**src/rtl/i2c_slave_pkg.sv**
```systemverilog
// ============================================================================
// i2c_slave_pkg : shared I2C state encoding and field indices
// Revision 1.0
// ============================================================================
`default_nettype none

package i2c_slave_pkg;

  localparam int unsigned STATE_W = 4;
  localparam int unsigned RW_BIT  = 0;

  typedef enum logic [STATE_W-1:0] {
    ST_IDLE     = 4'd0,
    ST_ADDR     = 4'd1,
    ST_ADDR_ACK = 4'd2,
    ST_RX_DATA  = 4'd3,
    ST_RX_ACK   = 4'd4,
    ST_TX_DATA  = 4'd5,
    ST_TX_ACK   = 4'd6,
    ST_IGNORE   = 4'd7
  } state_e;

endpackage

`default_nettype wire

```
**src/rtl/i2c_slave_bus_sync.sv**
```systemverilog
// ============================================================================
// i2c_bus_sync : 2-FF synchroniser and edge/START/STOP detector for SCL/SDA
// Revision 1.0
// ============================================================================
`default_nettype none

module i2c_bus_sync (
  input  logic clk,
  input  logic rst,
  input  logic scl_i,
  input  logic sda_i,
  output logic scl_s_o,
  output logic sda_s_o,
  output logic scl_rise_o,
  output logic scl_fall_o,
  output logic start_det_o,
  output logic stop_det_o
);

  logic [1:0] scl_sync_q;
  logic [1:0] sda_sync_q;
  logic       scl_prev_q;
  logic       sda_prev_q;
  logic       scl_s_q;
  logic       sda_s_q;
  logic       scl_rise_q;
  logic       scl_fall_q;
  logic       start_q;
  logic       stop_q;

  logic w_scl_rise;
  logic w_scl_fall;
  logic w_start;
  logic w_stop;

  // SDA edges are qualified by the previous SCL so a simultaneous SCL edge
  // cannot turn a data transition into a START/STOP.
  assign w_scl_rise =  scl_sync_q[1] & ~scl_prev_q;
  assign w_scl_fall = ~scl_sync_q[1] &  scl_prev_q;
  assign w_start    =  scl_prev_q & sda_prev_q & ~sda_sync_q[1];
  assign w_stop     =  scl_prev_q & ~sda_prev_q & sda_sync_q[1];

  always_ff @(posedge clk) begin
    if (rst) begin
      scl_sync_q <= 2'b11;
      sda_sync_q <= 2'b11;
      scl_prev_q <= 1'b1;
      sda_prev_q <= 1'b1;
      scl_s_q    <= 1'b1;
      sda_s_q    <= 1'b1;
      scl_rise_q <= 1'b0;
      scl_fall_q <= 1'b0;
      start_q    <= 1'b0;
      stop_q     <= 1'b0;
    end else begin
      scl_sync_q <= {scl_sync_q[0], scl_i};
      sda_sync_q <= {sda_sync_q[0], sda_i};
      scl_prev_q <= scl_sync_q[1];
      sda_prev_q <= sda_sync_q[1];
      scl_s_q    <= scl_sync_q[1];
      sda_s_q    <= sda_sync_q[1];
      scl_rise_q <= w_scl_rise;
      scl_fall_q <= w_scl_fall;
      start_q    <= w_start;
      stop_q     <= w_stop;
    end
  end

  assign scl_s_o     = scl_s_q;
  assign sda_s_o     = sda_s_q;
  assign scl_rise_o  = scl_rise_q;
  assign scl_fall_o  = scl_fall_q;
  assign start_det_o = start_q;
  assign stop_det_o  = stop_q;

endmodule

`default_nettype wire

```
**src/rtl/i2c_slave.sv**
```systemverilog
// ============================================================================
// i2c_slave : 7-bit address I2C target with byte-wide RX/TX local interface
// Revision 1.0
// ============================================================================
`default_nettype none

module i2c_slave
  import i2c_slave_pkg::*;
#(
  parameter logic [6:0] SLAVE_ADDR = 7'h50
) (
  input  logic       clk,
  input  logic       rst,
  input  logic       scl_i,
  input  logic       sda_i,
  output logic       sda_oe_o,
  output logic [7:0] rx_data_o,
  output logic       rx_valid_o,
  input  logic [7:0] tx_data_i,
  output logic       tx_req_o,
  output logic       busy_o,
  output logic       addressed_o
);

  logic scl_s;
  logic sda_s;
  logic scl_rise;
  logic scl_fall;
  logic start_det;
  logic stop_det;

  i2c_bus_sync u_sync (
    .clk         (clk),
    .rst         (rst),
    .scl_i       (scl_i),
    .sda_i       (sda_i),
    .scl_s_o     (scl_s),
    .sda_s_o     (sda_s),
    .scl_rise_o  (scl_rise),
    .scl_fall_o  (scl_fall),
    .start_det_o (start_det),
    .stop_det_o  (stop_det)
  );

  state_e     state_q,     state_d;
  logic [2:0] bit_cnt_q,   bit_cnt_d;
  logic [7:0] shift_q,     shift_d;
  logic       phase_q,     phase_d;
  logic       sda_oe_q,    sda_oe_d;
  logic [7:0] rx_data_q,   rx_data_d;
  logic       rx_valid_q,  rx_valid_d;
  logic       tx_req_q,    tx_req_d;
  logic       busy_q,      busy_d;
  logic       addressed_q, addressed_d;

  logic [7:0] w_shift_in;
  logic       w_fall;

  assign w_shift_in = {shift_q[6:0], sda_s};
  // SDA is only ever retimed while SCL is known low.
  assign w_fall     = scl_fall & ~scl_s;

  always_ff @(posedge clk) begin
    if (rst) begin
      state_q     <= ST_IDLE;
      bit_cnt_q   <= 3'd7;
      shift_q     <= 8'h00;
      phase_q     <= 1'b0;
      sda_oe_q    <= 1'b0;
      rx_data_q   <= 8'h00;
      rx_valid_q  <= 1'b0;
      tx_req_q    <= 1'b0;
      busy_q      <= 1'b0;
      addressed_q <= 1'b0;
    end else begin
      state_q     <= state_d;
      bit_cnt_q   <= bit_cnt_d;
      shift_q     <= shift_d;
      phase_q     <= phase_d;
      sda_oe_q    <= sda_oe_d;
      rx_data_q   <= rx_data_d;
      rx_valid_q  <= rx_valid_d;
      tx_req_q    <= tx_req_d;
      busy_q      <= busy_d;
      addressed_q <= addressed_d;
    end
  end

  // phase_q: in ACK states, 0 = waiting to drive ACK, 1 = ACK driven;
  // in TX_DATA, 1 = all 8 bits clocked; in TX_ACK, 1 = master ACKed.
  always_comb begin
    state_d     = state_q;
    bit_cnt_d   = bit_cnt_q;
    shift_d     = shift_q;
    phase_d     = phase_q;
    sda_oe_d    = sda_oe_q;
    rx_data_d   = rx_data_q;
    rx_valid_d  = 1'b0;
    tx_req_d    = 1'b0;
    busy_d      = busy_q;
    addressed_d = addressed_q;

    if (start_det) begin
      state_d     = ST_ADDR;
      bit_cnt_d   = 3'd7;
      phase_d     = 1'b0;
      sda_oe_d    = 1'b0;
      addressed_d = 1'b0;
      busy_d      = 1'b1;
    end else if (stop_det) begin
      state_d     = ST_IDLE;
      bit_cnt_d   = 3'd7;
      phase_d     = 1'b0;
      sda_oe_d    = 1'b0;
      addressed_d = 1'b0;
      busy_d      = 1'b0;
    end else begin
      unique case (state_q)
        ST_IDLE: begin
          sda_oe_d = 1'b0;
        end
        ST_ADDR: begin
          if (scl_rise) begin
            shift_d = w_shift_in;
            if (bit_cnt_q == 3'd0) begin
              bit_cnt_d = 3'd7;
              phase_d   = 1'b0;
              state_d   = (w_shift_in[7:1] == SLAVE_ADDR) ? ST_ADDR_ACK : ST_IGNORE;
            end else begin
              bit_cnt_d = bit_cnt_q - 3'd1;
            end
          end
        end
        ST_ADDR_ACK: begin
          if (w_fall) begin
            if (!phase_q) begin
              sda_oe_d    = 1'b1;
              addressed_d = 1'b1;
              phase_d     = 1'b1;
            end else begin
              phase_d = 1'b0;
              if (shift_q[RW_BIT]) begin
                shift_d  = tx_data_i;
                tx_req_d = 1'b1;
                sda_oe_d = ~tx_data_i[7];
                state_d  = ST_TX_DATA;
              end else begin
                sda_oe_d = 1'b0;
                state_d  = ST_RX_DATA;
              end
            end
          end
        end
        ST_RX_DATA: begin
          if (scl_rise) begin
            shift_d = w_shift_in;
            if (bit_cnt_q == 3'd0) begin
              bit_cnt_d  = 3'd7;
              rx_data_d  = w_shift_in;
              rx_valid_d = 1'b1;
              phase_d    = 1'b0;
              state_d    = ST_RX_ACK;
            end else begin
              bit_cnt_d = bit_cnt_q - 3'd1;
            end
          end
        end
        ST_RX_ACK: begin
          if (w_fall) begin
            if (!phase_q) begin
              sda_oe_d = 1'b1;
              phase_d  = 1'b1;
            end else begin
              sda_oe_d = 1'b0;
              phase_d  = 1'b0;
              state_d  = ST_RX_DATA;
            end
          end
        end
        ST_TX_DATA: begin
          if (scl_rise) begin
            if (bit_cnt_q == 3'd0) begin
              bit_cnt_d = 3'd7;
              phase_d   = 1'b1;
            end else begin
              bit_cnt_d = bit_cnt_q - 3'd1;
              shift_d   = {shift_q[6:0], 1'b0};
            end
          end else if (w_fall) begin
            if (phase_q) begin
              sda_oe_d = 1'b0;
              phase_d  = 1'b0;
              state_d  = ST_TX_ACK;
            end else begin
              sda_oe_d = ~shift_q[7];
            end
          end
        end
        ST_TX_ACK: begin
          if (scl_rise) begin
            if (sda_s) begin
              state_d = ST_IGNORE;
            end else begin
              phase_d = 1'b1;
            end
          end else if (w_fall && phase_q) begin
            shift_d  = tx_data_i;
            tx_req_d = 1'b1;
            sda_oe_d = ~tx_data_i[7];
            phase_d  = 1'b0;
            state_d  = ST_TX_DATA;
          end
        end
        ST_IGNORE: begin
          sda_oe_d = 1'b0;
        end
        default: begin
          state_d  = ST_IDLE;
          sda_oe_d = 1'b0;
        end
      endcase
    end
  end

  assign sda_oe_o    = sda_oe_q;
  assign rx_data_o   = rx_data_q;
  assign rx_valid_o  = rx_valid_q;
  assign tx_req_o    = tx_req_q;
  assign busy_o      = busy_q;
  assign addressed_o = addressed_q;

endmodule

`default_nettype wire

```
**config.mk**
```make
export PLATFORM = sky130hd
export DESIGN_NAME = i2c_slave
export DESIGN_NICKNAME = d
export VERILOG_FILES = /design/src/rtl/i2c_slave_pkg.sv /design/src/rtl/i2c_slave_bus_sync.sv /design/src/rtl/i2c_slave.sv
export SDC_FILE = /design/constraint.sdc
export NUM_CORES = 1
export LEC_CHECK = 0
export CORE_AREA = 2 2 77 60
export DETAILED_ROUTE_END_ITERATION = 7
export DIE_AREA = 0 0 79 62
export GPL_TIMING_DRIVEN = 0
export PLACE_DENSITY_LB_ADDON = 0.2
export SLEW_MARGIN = 20
export SYNTH_ARGS = -nofsm -noshare
export SYNTH_HDL_FRONTEND = slang
export SYNTH_SLANG_ARGS = --single-unit
export TNS_END_PERCENT = 1
```
**constraint.sdc**
```tcl
create_clock -name clk -period 2.4 [get_ports clk]
set_clock_uncertainty 0.15 [all_clocks]
set_input_delay 0.48 -clock clk [delete_from_list [all_inputs] [get_ports clk]]
set_output_delay 0.48 -clock clk [all_outputs]
set_load 0.01 [all_outputs]
```
; ---- Word-level counts from Yosys, hierarchy flattened
; Index checks and enable logic that the tools add are counted.
[totals]
reg_bits = 39
in_bits = 12
out_inout_bits = 13
wordCells = 166
[classes]
add_sub_neg = 1
eq_ne = 46
mux = 58
bitwise = 20
reduce_logical = 21
[op_table]
columns = operator, n
row1 = $mux W8, 8
row2 = $mux W4, 14
row3 = $ne A4 B2 Y1 const B, 8
row4 = $pmux W8 S4, 1
row5 = $mux W1, 28
row6 = $pmux W4 S7, 1
row7 = $reduce_and A14 Y1, 2
row8 = $ne A2 B2 Y1 const B, 13
row9 = $eq A4 B3 Y1 const B, 4
row10 = $not A1 Y1, 13
row11 = $ne A2 B1 Y1 const B, 6
row12 = $reduce_and A11 Y1, 1
row13 = $reduce_and A10 Y1, 1
row14 = $mux W3, 3
row15 = $ne A3 B2 Y1 const B, 3
row16 = $eq A4 B2 Y1 const B, 2
row17 = $ne A4 B1 Y1 const B, 2
row18 = $reduce_and A8 Y1, 1
row19 = $reduce_bool A4 Y1, 2
row20 = $and A1 B1 Y1, 7
row21 = $eq A7 B7 Y1 const B, 1
row22 = $reduce_and A7 Y1, 1
row23 = $ne A3 B3 Y1 const B, 2
row24 = $reduce_or A2 Y1, 3
row25 = 18 further kinds, 19

; ---- Depth between registers and ports, before layout
; Gate-level depths: netlist of the first run.
[depth]
ltp_word = 8
mapped_depth = 8
ltp_nobuf = 7

; ---- By module
; From an unflattened synthesis of the first run, not the netlist that was laid out.
[hier_totals]
cells_unflattened = 203
hier_area_um2 = 1850.5
[modules_own_cells]
columns = mod, instances, cells_each, area_per_inst_um2, seq_area_each_um2
row1 = i2c_slave, 1, 183, 1565.3, 560.5
row2 = i2c_bus_sync, 1, 20, 285.3, 200.2

; ---- Worst setup path after synthesis of the first run
; No wires, ideal clock.
[synth_path]
kind = flip-flop to flip-flop
from = register bit_cnt_q[0]
to = register state_q[0]
setup_time_ps = 122
t_arrival_ps = 1647
required_time_ps = 2128
setup_slack_ps = 481
path_stages_with_launch = 8
path_buffers = 0
synth_period_minus_slack_ps = 1919
path_cell_list = dfxtp_1 > inv_1 > ha_1 > nand2b_1 > or4_4 > a31oi_4 > a31oi_1 > a221o_1
[synth_between]
elab_chain_cells = 3
word_cells_on_any_way = 4
cone_classes = eq/ne: 2 / reduce/logical: 2
[synth_lines]
columns = item, line
row1 = from (decl), i2c_slave.sv:46  ; logic [2:0] bit_cnt_q, bit_cnt_d;
row2 = from (signal assigned), i2c_slave.sv:77  ; bit_cnt_q <= bit_cnt_d;
row3 = $logic_not A3 Y1 (*), "i2c_slave.sv:125, i2c_slave.sv:157"
row4 = $ne A4 B2 Y1 (no line), n/a
row5 = $reduce_and A14 Y1 (no line) (*), n/a
row6 = to (signal assigned), i2c_slave.sv:76  ; state_q <= state_d;
row7 = to (decl), i2c_slave.sv:45  ; state_e state_q, state_d;
; Every way passes the cells marked *; elsewhere a longest branch is shown, timed or not.
; A chain may end at the register's enable or synchronous reset.

; ---- Final worst setup path of the first run
; Ends and elaborated chain as after synthesis.

==> impl_metrics.tcl, run 1 <==
set metrics [dict create \
    status "complete, no violations" \
    grt_pass1_vias 1462 \
    postLayoutSetupSlackWorst_ns 0.2857 \
    final.min_clock_period_ns 2.114 \
    crit_type "reg2reg" \
    yosys.cell_types.count 52 \
    worstMarginPinSlew_ns 0.8071 \
    avgSynthCellArea_um2 8.963 \
    postRouteWirelength_um 4192 \
    clock_insertion_delay_worst_skew_ns 0.29 \
    cts-hold-fix-buffers 0 \
    port-buffer-count 23 \
    tot_pwr_uw 1276 \
    p_switching_uw 267.5 \
    fillCellCount 422 \
    synth_top_cells_by_count "sky130_fd_sc_hd__dfxtp_1, sky130_fd_sc_hd__nor2_1, sky130_fd_sc_hd__a211oi_1, sky130_fd_sc_hd__mux2i_1, sky130_fd_sc_hd__nand2_1" \
    ff2ff_setup_slack_ns 0.29 \
    core-area_um2 4257 \
    maxSlewHeadroom 0.4578 \
    detailed_placement_wirelength_estimate_um 3027 \
    timing.critical_path.slowest_stage_cell "sky130_fd_sc_hd__or4_4" \
    maximum_number_of_pins_on_one_net_before_global_route_repair 12 \
    vdd_drop_max_uv 334.2 \
    clock_path_buffers 2 \
    post_drt_wl_per_cell_um 14.51 \
    arrival_time_of_the_worst_setup_path_ns 2.14 \
    first_pass_iters 4 \
    antenna_cells_inserted 0 \
    timing.hold.worst.class "reg2reg" \
    seq_power_share 0.512 \
    postRouteAntennaNets 0 \
    max_clock_freq_mhz 473.0 \
    gpl.final_weighted_congestion 0.9143 \
    timing.rr.start "bit_cnt_q[0]" \
    intPower_uw 1009 \
    max_cap_violations 0 \
    report.final.slew_viol_count 0 \
    async_flop_share 0 \
    stdcell_count 289 \
    antenna_found_initial 0 \
    cts_tree "built" \
    post-route-period-util 0.8810 \
    pwr-share-comb 0.056 \
    detailedPlace.worstSlack_ns 0.2911 \
    regToRegEndpoint "state_q[0]" \
    worst_setup_path_start_kind "flop" \
    tritoncts.num_buffers 5 \
    number_of_flops_mapped_to_enable_cells_by_yosys 0 \
    finalCoreUtilization 0.5226 \
    setup_total_negative_slack_ns 0 \
    synth_most_common_cell "sky130_fd_sc_hd__dfxtp_1" \
    critical-path-top-delay-family "compound AO/OA/AOI/OAI gates" \
    postCtsResizedCells 0 \
    core.rowCount 21 \
    synth.largest_area_cell "sky130_fd_sc_hd__dfxtp_1" \
    timing.critical_path.cells "inv_1, ha_1, nand2b_1, or4_4, a31oi_4, a31oi_1, a221o_1" \
    hold_start "u_sync.sda_sync_q[0]" \
    highest-signal-layer "met4" \
    synthesis.yosys.warnings 0 \
    hold_endpoint "u_sync.sda_sync_q[1]" \
    post_synthesis_instance_area_um2 1810 \
    route.met2.wl_um 1655 \
    globalRouteOverflowTotal 0 \
    pwr_density_cell_nw_per_um2 573.8 \
    grt.total_usage 0.1940 \
    die-area_um2 4898 \
    first_iter_violations 193 \
    critical-path-max-stage-delay_ns 0.47 \
    post-place-cells 282 \
    postSynthNetCount 216 \
    postSynthCellCount 202 \
    end_kind "flop" \
    route.detailed.vias_per_inst 5.467 \
    drt-met1-wl_um 2195 \
    postCtsSetupBuffers 0 \
    die-height_um 62 \
    clk_network_pwr_share 0.433 \
    biggest_area_contributors_in_the_synthesized_netlist "sky130_fd_sc_hd__dfxtp_1, sky130_fd_sc_hd__nor2_1, sky130_fd_sc_hd__mux2i_1, sky130_fd_sc_hd__a211oi_1, sky130_fd_sc_hd__a22oi_1" \
    final-hold-violation-count 0 \
    cts_max_level 2 \
    clock-sinks 38 \
    r2r_cells 7 \
    setup-violations-final 0 \
    ctsRootBufferMaster "sky130_fd_sc_hd__clkbuf_8" \
    dominantRegCellSynth "sky130_fd_sc_hd__dfxtp_1" \
    layout_cells_sized_above_1 0.1379 \
    route.vias.total 1580 \
    synth.top_cell.area_share 0.4202 \
    met3_length_um 291 \
    clk_pin_slew_worst_paths_ns 0.07 \
    netSwitchingFraction 0.2096 \
    worst-path-max-fanout 6 \
    effective_utilization_at_floorplan 0.4253 \
    setup_repair_after_global_routing_missed_its_margin "no" \
    finish.net_count 246 \
    whs_path_depth 1 \
    yosys_register_bits 38 \
    ys_seq_area_frac 0.4202 \
    die_span_x_um 79 \
    global_route_wire_length_before_repair_um 7065 \
    critPathRequiredTime_ns 2.43 \
    power_leakage_uw 0.0007846 \
    io_pins 25 \
    area_growth_syn_to_layout_pct 22.87 \
    critical_path_buf_inv_count 1 \
    post-route-drc-count 0 \
]
## power by group through the flow
stage / combinational, uW / sequential [uW] / clock (uW)
finish: 71.0 / 653 / 552
CTS: 71.6 / 653 / 567
floorplan: 41.8 / 663 / 0
global route: 78.7 / 655 / 590
global placement: 71.4 / 667 / 0
detailed placement: 71.0 / 668 / 0
## through the flow
stage	instance area, um^2	hold WS [ns]
6_report	2225	0.2636
5_1_grt	2225	0.2738
4_1_cts	2225	0.2679
3_5_place_dp	2112	0.2514
3_3_place_gp	2112	0.2422
2_1_floorplan	1810	0.2395
## cell usage in the layout (no fill, tap or decap), drive strengths merged, types with 8 or more instances in the layout
cell type	n
inv	8
o21ai	9
clkdlybuf4s50	23
dfxtp	38
nand2	11
mux2i	11
clkbuf	9
nor2	30
a211oi	11
## per-layer routing
metal | GRT usage | vias to the layer above
met2 | 0.2663 | 45
li1 | - | 795
met1 | 0.2877 | 736
met5 | 0 | -
met4 | 0.08128 | 0
met3 | 0.04913 | 4
## worst max path at each step
stage,slack [ns],cells after the start,startpoint,to
2_1_floorplan,0.48,7,bit_cnt_q[0],state_q[0]
3_3_place_gp,0.30,7,bit_cnt_q[0],state_q[0]
3_5_place_dp,0.29,7,bit_cnt_q[0],state_q[0]
4_1_cts,0.28,7,bit_cnt_q[0],state_q[0]
5_1_grt,0.07,5,state_q[0],shift_q[0]
6_report,0.29,7,bit_cnt_q[0],state_q[0]
## registers in the layout (all words and copies together) (netlist names)
| register | cells |
|---|---|
| u_sync.sda_s_o | 1 |
| tx_req_o | 1 |
| state_q | 3 |
| u_sync.scl_s_o | 1 |
| u_sync.scl_fall_o | 1 |
| rx_valid_o | 1 |
| rx_data_o | 8 |
| shift_q | 8 |
| u_sync.sda_sync_q | 2 |
| sda_oe_o | 1 |
| u_sync.start_det_o | 1 |
| busy_o | 1 |
| bit_cnt_q | 3 |
| addressed_o | 1 |
| u_sync.scl_sync_q | 2 |
| phase_q | 1 |
| u_sync.scl_rise_o | 1 |
| u_sync.stop_det_o | 1 |
## logic make-up after synthesis
kind of cell	synth area share
AO/OA/AOI/OAI	0.2039
AND/OR/NAND/NOR	0.2495
XOR/XNOR	0.004838
adder cells (fa/ha/maj)	0.01382
buffers and inverters	0.04699
multiplexers	0.06082
flip-flops	0.4202
## area by class of cell
| type | instances | area, um^2 | area share |
|---|---|---|---|
| tap | 57 | 71.32 | 0.03206 |
| clock buffer | 6 | 82.58 | 0.03712 |
| sequential | 38 | 760.7 | 0.3420 |
| clock inverter | 1 | 30.03 | 0.01350 |
| inverter | 8 | 30.03 | 0.01350 |
| buffer | 10 | 55.05 | 0.02475 |
| timing repair buffer | 23 | 230.2 | 0.1035 |
| multi-input combinational | 146 | 964.7 | 0.4336 |
Note: power is estimated with default switching activity, not from simulation.
==> run 2, diff against run 1 <==
Settings changed: ABC_CLOCK_PERIOD_IN_PS set to 2400.
==> results of run 2 <==
Final layout, timing and power as in run 1 (identical DEF).
==> run 3, diff against run 2 <==
--- a/config.mk
+++ b/config.mk
@@ -7,9 +7,9 @@
 export LEC_CHECK = 0
 export ABC_CLOCK_PERIOD_IN_PS = 2400
-export CORE_AREA = 2 2 77 60
+export CORE_AREA = 5 5 80 63
 export DETAILED_ROUTE_END_ITERATION = 7
-export DIE_AREA = 0 0 79 62
+export DIE_AREA = 0 0 85 68
 export GPL_TIMING_DRIVEN = 0
-export PLACE_DENSITY_LB_ADDON = 0.2
+export PLACE_DENSITY_LB_ADDON = 0.1
 export SLEW_MARGIN = 20
 export SYNTH_ARGS = -nofsm -noshare
==> constraint.sdc (replaced) <==
create_clock -name clk -period 2.4 [get_ports clk]
set_clock_uncertainty 0.15 [all_clocks]
set_input_delay 0.36 -clock clk [delete_from_list [all_inputs] [get_ports clk]]
set_output_delay 0.36 -clock clk [all_outputs]
set_load 0.01 [all_outputs]
==> run 3 against run 2 <==
  * Global-route usage down 4.0 points
  * Sequential share of layout area unchanged
  * Power about the same
  * Hold slack worse by 0.0035 ns
  * Core utilization unchanged
  * First-iteration DRC count decreased by 13%
  * Largest cell class unchanged
==> impl_metrics.tcl, run 3 (synthesized netlist as in run 1, its figures left out) <==
set metrics [dict create \
    status "complete, no violations" \
    finish.net_count 246 \
    crit_type "reg2reg" \
    final.min_clock_period_ns 2.121 \
    first_pass_iters 5 \
    cts_tree "built" \
    maxSlewHeadroom 0.4224 \
    area_growth_syn_to_layout_pct 22.87 \
    detailedPlace.worstSlack_ns 0.2969 \
    power_leakage_uw 0.0007846 \
    route.vias.total 1605 \
    ff2ff_setup_slack_ns 0.28 \
    core.rowCount 21 \
    first_iter_violations 167 \
    ctsRootBufferMaster "sky130_fd_sc_hd__clkbuf_8" \
    grt_pass1_vias 1416 \
    worst-path-max-fanout 6 \
    critPathRequiredTime_ns 2.42 \
    pwr-share-comb 0.057 \
    clk_network_pwr_share 0.432 \
    setup_repair_after_global_routing_missed_its_margin "no" \
    cts-hold-fix-buffers 0 \
    postCtsSetupBuffers 0 \
    pwr_density_cell_nw_per_um2 574.2 \
    post-route-drc-count 0 \
    clock_insertion_delay_worst_skew_ns 0.29 \
    detailed_placement_wirelength_estimate_um 3067 \
    cts_max_level 2 \
    antenna_cells_inserted 0 \
    clk_pin_slew_worst_paths_ns 0.07 \
    timing.critical_path.cells "inv_1, ha_1, nand2b_1, or4_4, a31oi_4, a31oi_1, a221o_1" \
    end_kind "flop" \
    layout_cells_sized_above_1 0.1379 \
    postCtsResizedCells 0 \
    max_cap_violations 0 \
    postRouteWirelength_um 4273 \
    maximum_number_of_pins_on_one_net_before_global_route_repair 12 \
    intPower_uw 1009 \
    seq_power_share 0.511 \
    postLayoutSetupSlackWorst_ns 0.2794 \
    worstMarginPinSlew_ns 0.8598 \
    postRouteAntennaNets 0 \
    report.final.slew_viol_count 0 \
    clock_path_buffers 2 \
    netSwitchingFraction 0.2102 \
    global_route_wire_length_before_repair_um 6941 \
    finalCoreUtilization 0.5226 \
    antenna_found_initial 0 \
    arrival_time_of_the_worst_setup_path_ns 2.14 \
    p_switching_uw 268.5 \
    multiInputGateArea_um2 964.7 \
    stdcell_count 289 \
    die_span_x_um 85 \
    post-route-period-util 0.8836 \
    max_clock_freq_mhz 471.6 \
    post_drt_wl_per_cell_um 14.79 \
    worst_setup_path_start_kind "flop" \
    timing.critical_path.slowest_stage_cell "sky130_fd_sc_hd__or4_4" \
    globalRouteOverflowTotal 0 \
    gpl.final_weighted_congestion 0.8676 \
    fillCellCount 399 \
    setup_total_negative_slack_ns 0 \
    tot_pwr_uw 1277 \
    route.detailed.vias_per_inst 5.554 \
    port-buffer-count 23 \
    die-area_um2 5780 \
    clock-sinks 38 \
    effective_utilization_at_floorplan 0.4253 \
    post-place-cells 282 \
    timing.hold.worst.class "reg2reg" \
    critical-path-max-stage-delay_ns 0.47 \
    setup-violations-final 0 \
    final_common_cell "sky130_fd_sc_hd__dfxtp_1" \
    tritoncts.num_buffers 5 \
    layout_common_cells "sky130_fd_sc_hd__dfxtp_1, sky130_fd_sc_hd__nor2_1, sky130_fd_sc_hd__clkdlybuf4s50_1" \
    final-hold-violation-count 0 \
    vdd_drop_max_uv 378.8 \
    die-height_um 68 \
    area.sequential_um2 760.7 \
    io_pins 25 \
    critical-path-top-delay-family "compound AO/OA/AOI/OAI gates" \
    critical_path_buf_inv_count 1 \
    grt.total_usage 0.1540 \
    core-area_um2 4257 \
]
==> run 3: cell counts in the layout (fill, tap and decap cells not counted) <==
No cell type changed its count.
==> run 3: final timing paths <==
path         cells after the start                 start                   end
min                              1  u_sync.sda_sync_q[0]  u_sync.sda_sync_q[1]
max                              7          bit_cnt_q[0]            state_q[0]
max reg2reg                      7          bit_cnt_q[0]            state_q[0]
min reg2reg                      1  u_sync.sda_sync_q[0]  u_sync.sda_sync_q[1]
==> run 3: area by class of cell <==
class,count,area share
inverter,8,0.01350
timing repair buffer,23,0.1035
clock buffer,6,0.03712
sequential,38,0.3420
clock inverter,1,0.01350
tap,57,0.03206
buffer,10,0.02475
multi-input combinational,146,0.4336
==> run 3: power groups by stage <==
| stage | sequential (uW) | clock [uW] | combinational, uW |
|---|---|---|---|
| floorplan | 663 | 0 | 41.8 |
| global placement | 667 | 0 | 72.0 |
| detailed placement | 667 | 0 | 71.8 |
| CTS | 653 | 559 | 72.4 |
| global route | 654 | 586 | 79.2 |
| finish | 653 | 552 | 72.5 |
==> run 3: metal layers <==
metal,vias to the layer above,share of wire,GRT usage
li1,796,-,-
met5,-,0,0
met3,11,0.082,0.04573
met2,59,0.39,0.2093
met1,739,0.50,0.2271
met4,0,0.021,0.05336
==> run 3: through the flow <==
| step | instance area, um^2 | hold WS [ns] |
|---|---|---|
| 3_3_place_gp | 2112 | 0.2409 |
| 4_1_cts | 2225 | 0.2678 |
| 6_report | 2225 | 0.2601 |
| 5_1_grt | 2225 | 0.2844 |
| 2_1_floorplan | 1810 | 0.2395 |
| 3_5_place_dp | 2112 | 0.2513 |
